### config.mk
export PLATFORM = sky130hd
export DESIGN_NAME = byte_serial_adder
export DESIGN_NICKNAME = d
export VERILOG_FILES = /design/src/rtl/bsa_pkg.sv /design/src/rtl/prefix_add8_co.sv /design/src/rtl/byte_serial_adder.sv
export SDC_FILE = /design/constraint.sdc
export NUM_CORES = 1
export LEC_CHECK = 0
export CORE_ASPECT_RATIO = 0.6
export CORE_UTILIZATION = 50
export DETAILED_ROUTE_END_ITERATION = 8
export MAX_ROUTING_LAYER = met4
export PLACE_DENSITY = 0.88
export SLEW_MARGIN = 10
export SYNTH_ARGS = -nofsm -noshare
export SYNTH_HDL_FRONTEND = slang
export SYNTH_SLANG_ARGS = --single-unit
### constraint.sdc
create_clock -name clk -period 3 [get_ports clk]
set_clock_uncertainty 0.05 [all_clocks]
set_input_delay 0.6 -clock clk [delete_from_list [all_inputs] [get_ports clk]]
set_output_delay 0.6 -clock clk [all_outputs]
set_load 0.01 [all_outputs]
### src/rtl/bsa_pkg.sv
// Shared types and helpers for the byte-serial adder.
package bsa_pkg;

  localparam int BYTE_W = 8;

  typedef enum logic [1:0] {
    IDLE = 2'd0,
    RUN  = 2'd1,
    DONE = 2'd2
  } state_t;

  // ceil(log2(n)), 0 for n <= 1
  function automatic int clog2(input int n);
    int r;
    r = 0;
    for (int k = 0; k < 32; k++) begin
      if ((1 << r) < n) r++;
    end
    return r;
  endfunction

  // byte index width; never zero so NBYTES=1 still gets a real register
  function automatic int idx_w(input int n);
    return (clog2(n) < 1) ? 1 : clog2(n);
  endfunction

endpackage

### src/rtl/prefix_add8_co.sv
// Combinational 8-bit Kogge-Stone adder. Also exposes the carry into bit 7
// so the caller can form signed overflow on the top byte.
module prefix_add8_co
  import bsa_pkg::*;
(
  input  logic [BYTE_W-1:0] a,
  input  logic [BYTE_W-1:0] b,
  input  logic              cin,
  output logic [BYTE_W-1:0] sum,
  output logic              c7,
  output logic              cout
);

  logic [BYTE_W-1:0] p0;
  logic [BYTE_W-1:0] g, pp, gn, pn;

  assign p0 = a ^ b;

  // Prefix tree: cin folded into bit 0's generate, then log2(8) levels at
  // distance 1, 2, 4. g[i] ends up as the carry out of bit i.
  always_comb begin
    g    = a & b;
    g[0] = g[0] | (p0[0] & cin);
    pp   = p0;
    gn   = '0;
    pn   = '0;
    for (int d = 1; d < BYTE_W; d = d * 2) begin
      gn = g;
      pn = pp;
      for (int i = d; i < BYTE_W; i++) begin
        gn[i] = g[i] | (pp[i] & g[i-d]);
        pn[i] = pp[i] & pp[i-d];
      end
      g  = gn;
      pp = pn;
    end
  end

  assign sum  = p0 ^ {g[BYTE_W-2:0], cin};
  assign c7   = g[BYTE_W-2];
  assign cout = g[BYTE_W-1];

endmodule

### src/rtl/byte_serial_adder.sv
// Wide adder built from one 8-bit slice, one byte per clock, LSB first.
// Operands shift right so byte 0 of each is always at the slice input.
module byte_serial_adder
  import bsa_pkg::*;
#(
  parameter int NBYTES = 4
) (
  input  logic                     clk,
  input  logic                     rst_n,
  input  logic                     in_valid,
  output logic                     in_ready,
  input  logic [BYTE_W*NBYTES-1:0] a,
  input  logic [BYTE_W*NBYTES-1:0] b,
  input  logic                     cin,
  output logic                     out_valid,
  input  logic                     out_ready,
  output logic [BYTE_W*NBYTES-1:0] sum,
  output logic                     cout,
  output logic                     ovf
);

  localparam int W  = BYTE_W * NBYTES;
  localparam int IW = idx_w(NBYTES);

  state_t            state, state_nxt;
  logic [W-1:0]      a_sh, b_sh, sum_q;
  logic              carry, cout_q, ovf_q;
  logic [IW-1:0]     idx;
  logic              last;

  logic [BYTE_W-1:0] s_sum;
  logic              s_c7, s_cout;

  assign last = (idx == IW'(NBYTES - 1));

  prefix_add8_co u_slice (
    .a    (a_sh[BYTE_W-1:0]),
    .b    (b_sh[BYTE_W-1:0]),
    .cin  (carry),
    .sum  (s_sum),
    .c7   (s_c7),
    .cout (s_cout)
  );

  // state register
  always_ff @(posedge clk or negedge rst_n) begin
    if (!rst_n) state <= IDLE;
    else        state <= state_nxt;
  end

  // next-state: accept in IDLE, walk the bytes in RUN, hold in DONE until taken
  always_comb begin
    state_nxt = state;
    case (state)
      IDLE:    if (in_valid) state_nxt = RUN;
      RUN:     if (last)     state_nxt = DONE;
      DONE:    if (out_ready) state_nxt = IDLE;
      default: state_nxt = IDLE;
    endcase
  end

  // handshake outputs are pure state decodes, so no accept can overlap a handoff
  always_comb begin
    in_ready  = (state == IDLE);
    out_valid = (state == DONE);
  end

  // datapath: capture, shift operands, place each result byte, latch flags on the last byte
  always_ff @(posedge clk or negedge rst_n) begin
    if (!rst_n) begin
      a_sh   <= '0;
      b_sh   <= '0;
      sum_q  <= '0;
      carry  <= 1'b0;
      cout_q <= 1'b0;
      ovf_q  <= 1'b0;
      idx    <= '0;
    end else begin
      case (state)
        IDLE: if (in_valid) begin
          a_sh  <= a;
          b_sh  <= b;
          carry <= cin;
          idx   <= '0;
        end
        RUN: begin
          a_sh  <= a_sh >> BYTE_W;
          b_sh  <= b_sh >> BYTE_W;
          carry <= s_cout;
          idx   <= idx + 1'b1;
          for (int k = 0; k < NBYTES; k++) begin
            if (idx == IW'(k)) sum_q[k*BYTE_W +: BYTE_W] <= s_sum;
          end
          if (last) begin
            cout_q <= s_cout;
            ovf_q  <= s_c7 ^ s_cout;
          end
        end
        default: ;
      endcase
    end
  end

  assign sum  = sum_q;
  assign cout = cout_q;
  assign ovf  = ovf_q;

endmodule

==> impl_metrics.py <==
metrics = {
    "yosys": {
        "synthAdderAreaFrac_pct": 3.96,
        "synthMuxAreaShare_pct": 0.251,
        "ys_types": 32,
        "synth.cell_area_sq_um": 4480,
        "yosysWarnings": 0,
        "synth-main-ff-cell": "dfrtp_1",
        "synthSimpleGateAreaFrac_pct": 9.38,
        "synth_top_area_share_pct": 57.5,
        "synth_edf_count": 0,
        "post_synth.cell_area_avg_sq_um": 10.4,
        "synth-seq-cells": 103,
        "ys_async_sr_fraction_pct": 100,
        "yosysSeqAreaShare_pct": 57.5,
        "synthXorXnorAreaFrac_pct": 1.17,
        "synth_top_cell_by_area": "dfrtp_1",
        "synth_compound_area_share_pct": 23.7,
        "ys_top_cells_by_area": "dfrtp_1 57%, o21ai_0 8.9%, a22oi_1 8.0%",
        "synth_nets": 514,
        "synth_top_family_by_area": "compound AO/OA/AOI/OAI gates",
        "synthCells": 432,
    },
    "clocking": {
        "clk_path_buf_depth": 2,
        "cts_root_buf": "clkbuf_16",
        "ctsHoldBuffers": 0,
        "post_cts_buffers": 0,
        "cts_made_buffers": 9,
        "htree_levels": 3,
        "cts_tree": "done",
        "path_clk_slew_ns": 0.07,
        "worstSkewPairLatency_ns": 0.35,
        "clkSinkCount": 103,
        "cts_resized": 0,
    },
    "critical_path": {
        "criticalPathCategory": "flop to flop",
        "crit_path_max_fanout": 4,
        "cp-end-kind": "flop",
        "cp-startpoint": "a_sh[0]",
        "rr_startpoint": "a_sh[0]",
        "cp_data_required_time_ns": 3.17,
        "crit_arrival_ns": 2.62,
        "cp-start-kind": "flop",
    },
    "global_route": {
        "grt_use_met1_pct": 33.6,
        "grt_use_met2_pct": 39.3,
        "use_met3_pct": 8.29,
        "grt.total_usage_pct": 25.8,
        "busiest_layer": "met2",
        "grt_pass1_vias": 3543,
        "grt.overflow.total": 0,
        "grt_pass1_wl_microns": 17900,
        "antenna_found_initial": 0,
        "grt_max_degree": 54,
    },
    "floorplan": {
        "die_w_microns": 124,
        "die_y_microns": 75.4,
        "io_pins": 105,
        "core_sq_um": 8590,
        "rows": 26,
        "dieArea_sq_um": 9360,
        "start_util_pct": 52.2,
    },
    "timing": {
        "setup_tns_ns": 0,
        "max_slew_margin_pct": 54.7,
        "period_minus_slack_ns": 2.45,
        "setup_viol": 0,
        "rsz0062_at_grt": "no",
        "finalMaxSlewViolations": 0,
        "worst_pin_slew_ns": 0.680,
        "clock.fmax_ghz": 0.408,
        "fin_crit_sh_pct": 81.6,
        "hold_violations": 0,
    },
    "pwr": {
        "p_int_mw": 3.66,
        "p_sw_mw": 2.37,
        "p_leak_nw": 2.58,
        "seq_power_share_pct": 38.9,
        "power.density_nw_per_um2": 1020,
        "switching_share_pct": 39.3,
        "finalPower_mw": 6.03,
        "pwr-share-clk_pct": 18.5,
        "p_comb_share_pct": 42.6,
        "vdd_drop_max_mv": 0.453,
    },
    "cells_and_area": {
        "area_delta_synth_final_pct": 31.6,
        "final_layout_size_suffix_gt1_share_pct": 6.43,
        "postLayoutCoreUtil_pct": 68.7,
        "diodes": 0,
        "nNetsFinal": 606,
        "design_area_sq_um": 5900,
    },
    "detailed_routing": {
        "totalWireLength_microns": 11000,
        "routed_via_density": 5.75,
        "firstDrtPassIters": 5,
        "ant_nets": 0,
        "vias": 3688,
        "wire_per_inst_microns": 17.1,
        "drt_iter0_markers": 289,
        "drc": 0,
    },
    "placed_design": {
        "gp_congestion": 0.852,
        "dp_hpwl_microns": 7680,
        "numPortBuffers": 104,
        "dpl-instance-area_sq_um": 5620,
    },
    "flow_run": {
        "maxCapViolations": 0,
    },
    "hold_path": {
        "hold_path.class": "input pin to async pin",
    },
    "run_status": {
        "outcome": "finished, final reports clean",
    },
}
==> synthesized netlist by cell type (9+ instances only) <==
cell      count
inv_1         9
buf_2         9
clkbuf_1     19
nand2_1      87
o21ai_0      80
ha_1         11
dfrtp_1     103
a22oi_1      48
a22o_1       17
==> power by group through the flow <==
stage | registers, mW | clock network, mW | logic (mW)
3_5_place_dp | 2.36 | 0 | 2.55
6_report | 2.35 | 1.11 | 2.57
5_1_grt | 2.41 | 1.18 | 2.86
4_1_cts | 2.34 | 1.13 | 2.58
3_3_place_gp | 2.33 | 0 | 2.44
2_1_floorplan | 2.31 | 0 | 1.55
==> cell usage in the layout, fill, tap and decap left out, drive strengths merged <==
cell,instances
xnor2,1
inv,11
clkinv,2
a21o,5
ha,11
mux2,1
and2b,1
nor3,1
a21oi,4
o21ai,81
a22oi,48
dfrtp,103
nand2,87
nand2b,5
a22o,17
o21bai,1
a221oi,1
a31o,1
nor2,5
nor2b,1
and3,1
fa,2
clkbuf,9
o31ai,4
clkdlybuf4s50,103
o21a,2
buf,9
xor2,5
and4,1
a31oi,1
o22ai,1
and2,1
clkinvlp,3
==> cells by family (layout without fill, tap and decap cells) <==
logic type / count (synthesis) / after routing
AND/OR/NAND/NOR: 103 / 103
buffers and inverters: 40 / 137
AO/OA/AOI/OAI: 166 / 166
multiplexers: 1 / 1
XOR/XNOR: 6 / 6
adder cells (fa/ha/maj): 13 / 13
flip-flops: 103 / 103
==> worst max-delay path, stage by stage (launching register included) <==
cell and delay [ns]:
dfrtp_1 0.35, inv_1 0.06, fa_1 0.46, fa_1 0.42, nand2b_1 0.16, a21oi_1 0.28, a31oi_1 0.15, xor2_1 0.24
o21ai_0 0.15
==> cell type report <==
class,count,area [sq um]
tap,112,140
sequential,103,2580
clock inverter,7,57.6
multi-input combinational,289,1740
inverter,9,33.8
timing repair buffer,112,1120
fill,651,2690
clock buffer,9,225
==> registers in the layout, indices dropped and copies added (netlist names) <==
register  cells
carry         1
sum          32
cout          1
ovf           1
state         2
b_sh         32
idx           2
a_sh         32
==> metrics by stage <==
step / cells / setup WS, ns / hold WS (ns)
after detailed placement: 625 / 0.596 / 0.420
final: 641 / 0.551 / 0.236
after global routing: 641 / 0.406 / 0.292
after CTS: 641 / 0.559 / 0.257
after floorplan: 432 / 0.833 / 0.254
after global placement: 625 / 0.710 / 0.409
==> metal layers <==
layer / wire [microns] / share of wire [%] / vias up
met4: 147 / 1.3 / 0
met2: 5070 / 46 / 150
li1: - / - / 1716
met3: 807 / 7.4 / 19
met1: 4930 / 45 / 1803
met5: 0 / 0 / -
==> path summary, 6_finish.rpt <==
kind                       slack (ns)  cells after the start        to
setup reg to reg                 0.55                      8   sum[30]
hold reg to reg                  0.43                      2  b_sh[10]
max in group asynchronous        1.96                      2  a_sh[22]
setup / recovery                 0.55                      8   sum[30]
min in group clk                 0.43                      2  b_sh[10]
hold / removal                   0.24                      1   b_sh[0]
Power figures use the tool's default switching activity.
